## src/rtl/field_offset_pkg.sv

```systemverilog
// Shared sizing defaults, lane offset format and FSM encoding for the field-offset generator.
// Each offset is a byte position in the candidate window, with a valid flag in the MSB.
package field_offset_pkg;

  localparam int LANE_NUM     = 8;
  localparam int FIELD_NUM    = 16;
  localparam int OFFSET_WIDTH = 7;
  localparam int TYPE_WIDTH   = 4;
  localparam int BEAT_NUM     = FIELD_NUM / LANE_NUM;

  typedef logic [OFFSET_WIDTH:0] offset_t;
  typedef offset_t [FIELD_NUM-1:0] rule_row_t;

  typedef enum logic {
    IDLE,
    ISSUE
  } state_t;

  function automatic int beat_idx_width(input int beats);
    return (beats > 1) ? $clog2(beats) : 1;
  endfunction

endpackage

```

## src/rtl/field_offset_lane.sv

```systemverilog
// One extract lane: header base plus relative field offset, with carry-out invalidating the lane.
// Purely combinational; the MSB of rule is the field enable and the MSB of offset is lane valid.
module field_offset_lane #(
  parameter int OFFSET_WIDTH = field_offset_pkg::OFFSET_WIDTH
) (
  input  logic [OFFSET_WIDTH-1:0] base,
  input  logic [OFFSET_WIDTH:0]   rule,
  output logic [OFFSET_WIDTH:0]   offset,
  output logic                    ovf
);
  import field_offset_pkg::*;

  logic [OFFSET_WIDTH:0] sum;
  logic                  en;
  logic                  lane_vld;

  assign en       = rule[OFFSET_WIDTH];
  assign sum      = {1'b0, base} + {1'b0, rule[OFFSET_WIDTH-1:0]};
  assign lane_vld = en & ~sum[OFFSET_WIDTH];
  assign offset   = lane_vld ? {1'b1, sum[OFFSET_WIDTH-1:0]} : '0;
  // Disabled fields never flag an overflow, whatever their stored offset.
  assign ovf      = en & sum[OFFSET_WIDTH];

endmodule

```

## src/rtl/field_offset_gen.sv

```systemverilog
// Turns an accepted header descriptor into LANE_NUM offsets per beat, first beat registered one cycle after accept.
// No output backpressure; optional FIELD_OFFSET_GEN_B2B_EN also accepts on the last beat for bubble-free headers.
module field_offset_gen #(
  parameter int LANE_NUM     = field_offset_pkg::LANE_NUM,
  parameter int FIELD_NUM    = field_offset_pkg::FIELD_NUM,
  parameter int OFFSET_WIDTH = field_offset_pkg::OFFSET_WIDTH,
  parameter int TYPE_WIDTH   = field_offset_pkg::TYPE_WIDTH
) (
  input  logic                                  i_clk,
  input  logic                                  i_rst_n,
  input  logic                                  i_cfg_wren,
  input  logic [TYPE_WIDTH-1:0]                 i_cfg_type,
  input  logic [$clog2(FIELD_NUM)-1:0]          i_cfg_field,
  input  logic [OFFSET_WIDTH:0]                 i_cfg_wdata,
  input  logic                                  i_hdr_valid,
  output logic                                  o_hdr_ready,
  input  logic [TYPE_WIDTH-1:0]                 i_hdr_type,
  input  logic [OFFSET_WIDTH-1:0]               i_hdr_base,
  output logic [LANE_NUM*(OFFSET_WIDTH+1)-1:0]  o_offset,
  output logic                                  o_offset_valid,
  output logic [((FIELD_NUM/LANE_NUM) > 1 ? $clog2(FIELD_NUM/LANE_NUM) : 1)-1:0] o_beat_idx,
  output logic                                  o_beat_last,
  output logic                                  o_err_ovf
);
  import field_offset_pkg::*;

  localparam int W     = OFFSET_WIDTH + 1;
  localparam int BEATS = FIELD_NUM / LANE_NUM;
  localparam int BW    = beat_idx_width(BEATS);
`ifdef FIELD_OFFSET_GEN_B2B_EN
  localparam bit B2B_EN = 1'b1;
`else
  localparam bit B2B_EN = 1'b0;
`endif

  logic [FIELD_NUM*W-1:0]    rule_tbl [2**TYPE_WIDTH];
  logic [FIELD_NUM*W-1:0]    row_q;
  logic [FIELD_NUM*W-1:0]    load_row;
  logic [OFFSET_WIDTH-1:0]   base_q;
  logic [OFFSET_WIDTH-1:0]   load_base;
  logic [LANE_NUM*W-1:0]     beat_rules;
  logic [LANE_NUM*W-1:0]     lane_off;
  logic [LANE_NUM-1:0]       lane_ovf;
  logic [BW-1:0]             load_idx;
  logic                      accept;
  logic                      load_vld;
  logic                      load_last;
  state_t                    state;

  // The beat being loaded into the output registers: beat 0 of a new header
  // straight from the table, or the next beat of the in-flight snapshot.
  assign accept     = i_hdr_valid & o_hdr_ready;
  assign load_vld   = accept | (state == ISSUE && !o_beat_last);
  assign load_idx   = accept ? '0 : o_beat_idx + 1'b1;
  assign load_last  = (load_idx == BW'(BEATS - 1));
  assign load_row   = accept ? rule_tbl[i_hdr_type] : row_q;
  assign load_base  = accept ? i_hdr_base : base_q;
  assign beat_rules = load_row[load_idx*LANE_NUM*W +: LANE_NUM*W];

  for (genvar j = 0; j < LANE_NUM; j++) begin : g_lane
    field_offset_lane #(
      .OFFSET_WIDTH(OFFSET_WIDTH)
    ) u_lane (
      .base  (load_base),
      .rule  (beat_rules[j*W +: W]),
      .offset(lane_off[j*W +: W]),
      .ovf   (lane_ovf[j])
    );
  end

  always_ff @(posedge i_clk or negedge i_rst_n) begin
    if (!i_rst_n) begin
      for (int t = 0; t < 2**TYPE_WIDTH; t++) begin
        rule_tbl[t] <= '0;
      end
    end else if (i_cfg_wren) begin
      rule_tbl[i_cfg_type][i_cfg_field*W +: W] <= i_cfg_wdata;
    end
  end

  always_ff @(posedge i_clk or negedge i_rst_n) begin
    if (!i_rst_n) begin
      state          <= IDLE;
      row_q          <= '0;
      base_q         <= '0;
      o_hdr_ready    <= 1'b1;
      o_offset       <= '0;
      o_offset_valid <= 1'b0;
      o_beat_idx     <= '0;
      o_beat_last    <= 1'b0;
      o_err_ovf      <= 1'b0;
    end else begin
      if (accept) begin
        row_q  <= rule_tbl[i_hdr_type];
        base_q <= i_hdr_base;
      end
      state          <= load_vld ? ISSUE : IDLE;
      o_hdr_ready    <= !load_vld || (B2B_EN && load_last);
      o_offset       <= load_vld ? lane_off : '0;
      o_offset_valid <= load_vld;
      o_beat_idx     <= load_vld ? load_idx : '0;
      o_beat_last    <= load_vld && load_last;
      if (load_vld && |lane_ovf) begin
        o_err_ovf <= 1'b1;
      end
    end
  end

endmodule

```

## config.mk

```make
export PLATFORM = sky130hd
export DESIGN_NAME = field_offset_gen
export DESIGN_NICKNAME = d
export VERILOG_FILES = /design/src/rtl/field_offset_pkg.sv /design/src/rtl/field_offset_lane.sv /design/src/rtl/field_offset_gen.sv
export SDC_FILE = /design/constraint.sdc
export NUM_CORES = 2
export LEC_CHECK = 0
export ABC_AREA = 1
export CORE_MARGIN = 2
export CORE_UTILIZATION = 60
export DETAILED_ROUTE_END_ITERATION = 6
export PLACE_DENSITY_LB_ADDON = 0.08
export SLEW_MARGIN = 5
export SYNTH_ARGS = -nofsm -noshare
export SYNTH_HDL_FRONTEND = slang
export SYNTH_SLANG_ARGS = --single-unit
export TNS_END_PERCENT = 20
```

## constraint.sdc

```tcl
create_clock -name i_clk -period 3.9 [get_ports i_clk]
set_input_delay 0.78 -clock i_clk [delete_from_list [all_inputs] [get_ports i_clk]]
set_output_delay 0.78 -clock i_clk [all_outputs]
set_load 0.02 [all_outputs]
```

* Yosys cells after proc, flatten, opt, wreduce, memory -nomap -nowiden
Cells that the tools add are included.
** Word-level totals
- Flip-flop bits (word level) :: 2253
- Input bits :: 31
- Output and inout port bits :: 69
- Word-level logic and storage cells :: 96
** Operators by class
- Add/sub/neg operators :: 10
- $lt $le $gt $ge :: 3
- Shift-type cells :: 3
- Mux-type cells :: 20
- Bitwise operators :: 28
- Reductions and logical operators :: 7
** Operators by type and width (number)
- bitwise mux 2048 bit :: 1
- binary-select mux 128 bit (select 4 bit) :: 1
- demux 128 bit (select 4 bit) :: 1
- 2-to-1 mux 128 bit :: 4
- variable shift 8 x 34 -> 128 bit, first input constant :: 1
- variable part select 128 x 8 -> 64 bit :: 1
- variable part select 8 x 34 -> 128 bit :: 1
- adder 7 x 7 -> 8 bit :: 8
- 2-to-1 mux 64 bit :: 1
- 2-to-1 mux 8 bit :: 8
- negation 7 -> 34 bit :: 1
- bitwise AND 1 bit :: 17
- greater-or-equal comparator 5 bit, second input constant :: 2
- NOT 4 -> 5 bit :: 2
- NOT 1 bit :: 8
- OR reduction 8 bit :: 1
- 2-to-1 mux 7 bit :: 1
- less-than comparator 5 x 1 -> 1 bit, second input constant :: 1
- logical AND 1 bit :: 4
- 2-to-1 mux 1 bit :: 3
- logical NOT 1 bit :: 2
- adder 1 bit, second input constant :: 1
- bitwise OR 1 bit :: 1

* Longest topological paths before layout
- Depth after elaboration :: 11
- Gate-level depth with buffers :: 24
- Mapped depth without buffers :: 20

* Modules after synthesis
A second synthesis with hierarchy kept.
** Second synthesis, totals
- Cell total of the unflattened synthesis :: 14348
- Area total of the unflattened synthesis :: 111250.4 um^2
** Modules (own cells, without submodules)
- field_offset_gen :: times used 1, cells each 13820, area an instance 107967.3 um^2, sequential area each 56330.3 um^2
- field_offset_lane :: times used 8, cells each 66, area an instance 410.4 um^2, sequential area each 0.0 um^2

* Worst setup path after synthesis
Ideal clock, no wire load.
- Path kind :: input to register
- Start point :: input i_hdr_valid
- End point :: register o_offset[54]
- Setup time :: 125 ps
- Data arrival time :: 3542 ps
- Required time :: 3775 ps
- Slack :: 232 ps
- Stages :: 17
- Buffers on the path :: 3
- Cells stage by stage :: nand2_1 inv_2 clkbuf_1 clkbuf_1 clkbuf_1 nand2_1 nand2_1 fa_1 inv_1 o31ai_1 inv_1 nor2_1 nor2_1 nor2_1 nor2_1 xor2_1 nor2_1
** On the way
- Elaborated cells on any way between the ends :: 11
- Classes of those cells :: 1 x add/sub; 1 x shift; 5 x mux; 4 x bitwise
** RTL lines
- from (decl) :: RTL line field_offset_gen.sv:15 : input logic i_hdr_valid,
- bitwise AND 1 bit (*) :: RTL line field_offset_gen.sv:52 : assign accept = i_hdr_valid & o_hdr_ready;
- 2-to-1 mux 7 bit (*)
- net g_lane[0].u_lane.base[1] :: RTL line field_offset_lane.sv:6 : input logic [OFFSET_WIDTH-1:0] base,
- adder 7 x 7 -> 8 bit (*) :: RTL line field_offset_lane.sv:18 : assign sum = {1'b0, base} + {1'b0, rule[OFFSET_WIDTH-1:0]};
- NOT 1 bit :: RTL line field_offset_lane.sv:19 : assign lane_vld = en & ~sum[OFFSET_WIDTH];
- bitwise AND 1 bit :: RTL line field_offset_lane.sv:19
- 2-to-1 mux 8 bit (*) :: RTL line field_offset_lane.sv:20 : assign offset = lane_vld ? {1'b1, sum[OFFSET_WIDTH-1:0]} : '0;
- 2-to-1 mux 64 bit (*) :: RTL line field_offset_gen.sv:99 : o_offset <= load_vld ? lane_off : '0;
- to (signal assigned) :: RTL line field_offset_gen.sv:99
- to (decl) :: RTL line field_offset_gen.sv:19 : output logic [LANE_NUM*(OFFSET_WIDTH+1)-1:0] o_offset,
Mark *: on every way through the listed nets, which the timed path passes. The rest lies on a longest branch.
A chain may end at the register's enable or synchronous reset.

* Worst setup path in the final report
- Start point :: input i_hdr_type[1]
- End point :: register o_offset[14]
** On the way
- Longest elaborated chain between the ends :: 11
** Ends and longest elaborated chain
- from (decl) :: RTL line field_offset_gen.sv:17 : input logic [TYPE_WIDTH-1:0] i_hdr_type,
- NOT 4 -> 5 bit (implied by the code) (*) :: RTL line field_offset_gen.sv:56 : assign load_row = accept ? rule_tbl[i_hdr_type] : row_q;
- binary-select mux 128 bit (select 4 bit) (*) :: RTL line field_offset_gen.sv:56
- 2-to-1 mux 128 bit (implied by the code) (*) (2 in a row) :: RTL line field_offset_gen.sv:56
- 2-to-1 mux 128 bit (*) :: RTL line field_offset_gen.sv:56
- net load_row[8] :: RTL line field_offset_gen.sv:38 : logic [FIELD_NUM*W-1:0] load_row;
- variable part select 128 x 8 -> 64 bit (*) :: RTL line field_offset_gen.sv:58 : assign beat_rules = load_row[load_idx*LANE_NUM*W +: LANE_NUM*W];
- adder 7 x 7 -> 8 bit (*) :: RTL line field_offset_lane.sv:18
- NOT 1 bit :: RTL line field_offset_lane.sv:19
- bitwise AND 1 bit :: RTL line field_offset_lane.sv:19
- 2-to-1 mux 8 bit (*) :: RTL line field_offset_lane.sv:20
- 2-to-1 mux 64 bit (*) :: RTL line field_offset_gen.sv:99
Mark *: on every way through the listed nets, which the timed path passes. The rest lies on a longest branch. The select of a mux whose other input is x is not followed.

==> results.sh <==
export IMPL_synthDistinctLibCells=39
export IMPL_setup_viol=0
export IMPL_fp_row_count=150
export IMPL_netlist_area_um2=100000
export IMPL_grt_pass1_vias=85000
export IMPL_critical_path_max_fanout=27
export IMPL_die_height_um=413
export IMPL_gp_congestion=0.969
export IMPL_endpoint_kind="register"
export IMPL_postPlaceCellArea_um2=108000
export IMPL_antenna_found_initial=13
export IMPL_die_area_um2=170000
export IMPL_maxCapViolations=0
export IMPL_grt_max_degree=116
export IMPL_dpl_cell_count=14100
export IMPL_initial_utilization=0.602
export IMPL_syn_instance_count=11900
export IMPL_ant_nets=0
export IMPL_status="completed"
export IMPL_hold_class="input pin to asynchronous set/reset pin"
export IMPL_power_leakage_nw=51.6
export IMPL_synth_nets=12000
export IMPL_arrival_ns=4.09
export IMPL_period_needed_ns=3.33
export IMPL_power_density_nw_per_um2=526
export IMPL_yosys_register_bits=2251
export IMPL_fin_area_um2=116000
export IMPL_critPathKind="input pin to register"
export IMPL_fin_nets=12200
export IMPL_dp_hpwl_mm=222
export IMPL_final_setup_tns_ns=0
export IMPL_cts_buffers=225
export IMPL_cts_sinks=2251
export IMPL_wl_per_cell_um=23.4
export IMPL_pin_count=100
export IMPL_clock_fmax_mhz=300
export IMPL_grt_usage=0.397
export IMPL_max_slew_margin=0.181
export IMPL_grt_pass1_wl_mm=519
export IMPL_clockBufferDepth=3
export IMPL_post_route_cells_drive_above_1_share=0.102
export IMPL_slew_viol_final=0
export IMPL_drcViolationCount=0
export IMPL_fin_skew_ns=0.0289
export IMPL_cts_tree="done"
export IMPL_hold_viol_final=0
export IMPL_ys_seq_area_frac=0.562
export IMPL_synthArstFlopShare=1.00
export IMPL_dr_total_vias=90300
export IMPL_synth_enable_flop_cells=0
export IMPL_required_ns=4.66
export IMPL_total_power_mw=60.8
export IMPL_via_per_inst=6.24
export IMPL_cp_start_kind="input pin"
export IMPL_path_clk_slew_ns=0.06
export IMPL_cts_root_buf="clkbuf_16"
export IMPL_rsz0062_at_grt="false"
export IMPL_cts_htree_levels=4
export IMPL_worstMarginPinSlew_ns=1.22
export IMPL_yosysWarnings=0
export IMPL_ys_flop_type="dfrtp_1"
export IMPL_peakVddDrop_mv=0.516
export IMPL_syn_to_final_growth_pct=15.2
export IMPL_dpl_worst_slack_ns=-0.195
export IMPL_die_w_um=413
export IMPL_coreArea_um2=166000
export IMPL_drt_first_pass_iters=7
export IMPL_drt_iter0_markers=12000
export IMPL_fin_crit_sh=0.854
export IMPL_io_buffers=99
export IMPL_syn_area_per_cell_um2=8.43
export IMPL_grt_ovfl_total=0
export IMPL_setup_ws_ns=0.569
export IMPL_stdcell_count=14500
export IMPL_clock_latency_ns=0.87
export IMPL_wl_mm=338
-- timing repair --
item                                   4_1_cts  5_1_grt
endpoints found under the hold margin       61        0
hold buffers                                 1        0
resized for setup                            0        0
setup buffers                                0        0
-- worst paths after layout --
path | start | to | slack (ns) | cells after the start
setup / recovery | i_hdr_type[1] | o_offset[14]$_DFF_PN0_ | 0.57 | 22
hold / removal | i_rst_n | rule_tbl[2029]$_DFFE_PN0P_ | 0.47 | 2
setup reg to reg | o_hdr_ready$_DFF_PN1_ | o_offset[14]$_DFF_PN0_ | 0.70 | 18
hold reg to reg | rule_tbl[1766]$_DFFE_PN0P_ | rule_tbl[1766]$_DFFE_PN0P_ | 0.48 | 2
max in group asynchronous | i_rst_n | rule_tbl[1731]$_DFFE_PN0P_ | 2.06 | 4
min in group i_clk | rule_tbl[1766]$_DFFE_PN0P_ | rule_tbl[1766]$_DFFE_PN0P_ | 0.48 | 2
-- layer usage --
| layer | up-vias | share of wire | global-route usage |
|---|---|---|---|
| li1 | 40500 | - | - |
| met3 | 934 | 0.10 | 0.0852 |
| met2 | 4885 | 0.44 | 0.587 |
| met5 | - | 0.00024 | 0 |
| met1 | 44000 | 0.40 | 0.551 |
| met4 | 12 | 0.063 | 0.220 |
-- registers in the layout (all words and copies together) (netlist names) --
signal and cells:
o_beat_idx 1, base_q 7, o_offset_valid 1, o_hdr_ready 1
o_err_ovf 1, row_q 128, o_offset 64, rule_tbl 2048
-- power by group --
part,switching (mW),leakage (nW),internal (mW)
clock,9.37,3.72,12.9
combinational,8.30,16.7,5.21
sequential,0.645,31.2,24.4
-- cells in the final DEF, fill, tap and decap left out, types with 43 or more instances in the layout --
cell,n
o21ai_0,3187
nand2_1,2877
dfrtp_1,2250
nor2_1,1260
buf_4,681
o22ai_1,434
nand3_1,291
clkbuf_16,230
inv_1,170
buf_12,125
clkdlybuf4s50_1,94
o221ai_1,88
a31oi_1,58
ha_1,58
nor3_1,55
a21oi_1,54
clkbuf_8,54
clkinv_2,43
-- layout make-up --
cell class                      count  area (um^2)
Clock inverter                     76          863
Clock buffer                      325         6650
Multi-Input combinational cell   8530        39500
Fill cell                       13200        50900
Sequential cell                  2251        56300
Timing Repair Buffer              906         8650
Antenna cell                        7         17.5
Inverter                          184          728
Tap cell                         2204         2760
-- critical path: stages --
cell and delay [ns]:
buf_8 0.14, inv_8 0.34, buf_12 0.21, o21ai_0 0.09
o22ai_1 0.14, o21ai_0 0.10, o22ai_1 0.24, nand2_1 0.08
nand2_1 0.09, nand2_1 0.05, o21ai_0 0.24, ha_1 0.32
fa_1 0.23, inv_1 0.05, o31ai_1 0.30, inv_1 0.07
nor2_1 0.13, nor2_1 0.06, nor2_1 0.08, nor2_1 0.05
xor2_1 0.15, nor2_1 0.07
-- metrics by stage --
stage          utilization  hold WS, ns
6_report             0.694        0.473
5_1_grt              0.694        0.469
4_1_cts              0.694        0.423
3_5_place_dp         0.649        0.463
3_3_place_gp         0.649        0.459
2_1_floorplan            -        0.445
-- Yosys cell counts, types with 14 or more instances --
cell / count / area (um^2)
inv_1: 173 / 649
o22ai_1: 434 / 2720
o221ai_1: 88 / 771
nor2_1: 1277 / 4790
ha_1: 58 / 726
buf_2: 174 / 871
o21ai_1: 37 / 185
nand3_1: 291 / 1460
dfrtp_1: 2250 / 56300
o21bai_1: 19 / 143
o21ai_0: 3187 / 16000
clkbuf_1: 697 / 2620
nand2_4: 20 / 225
buf_4: 14 / 105
buf_1: 31 / 116
nor3_1: 55 / 275
nand2_1: 2878 / 10800
a31oi_1: 58 / 363
a21oi_1: 54 / 270
-- cell families (layout without fill, tap and decap cells) --
kind of cell / count (synthesis) / count (layout) / share of synthesized area
flops: 2251 / 2251 / 0.562
buf+inv: 1112 / 1491 / 0.0453
simple gates: 4551 / 4551 / 0.177
fa+ha+maj: 66 / 66 / 0.00884
other cells: 0 / 7 / 0
compound gates: 3901 / 3901 / 0.206
xor+xnor: 12 / 12 / 0.00105
Note: power is estimated with default switching activity, not from simulation.
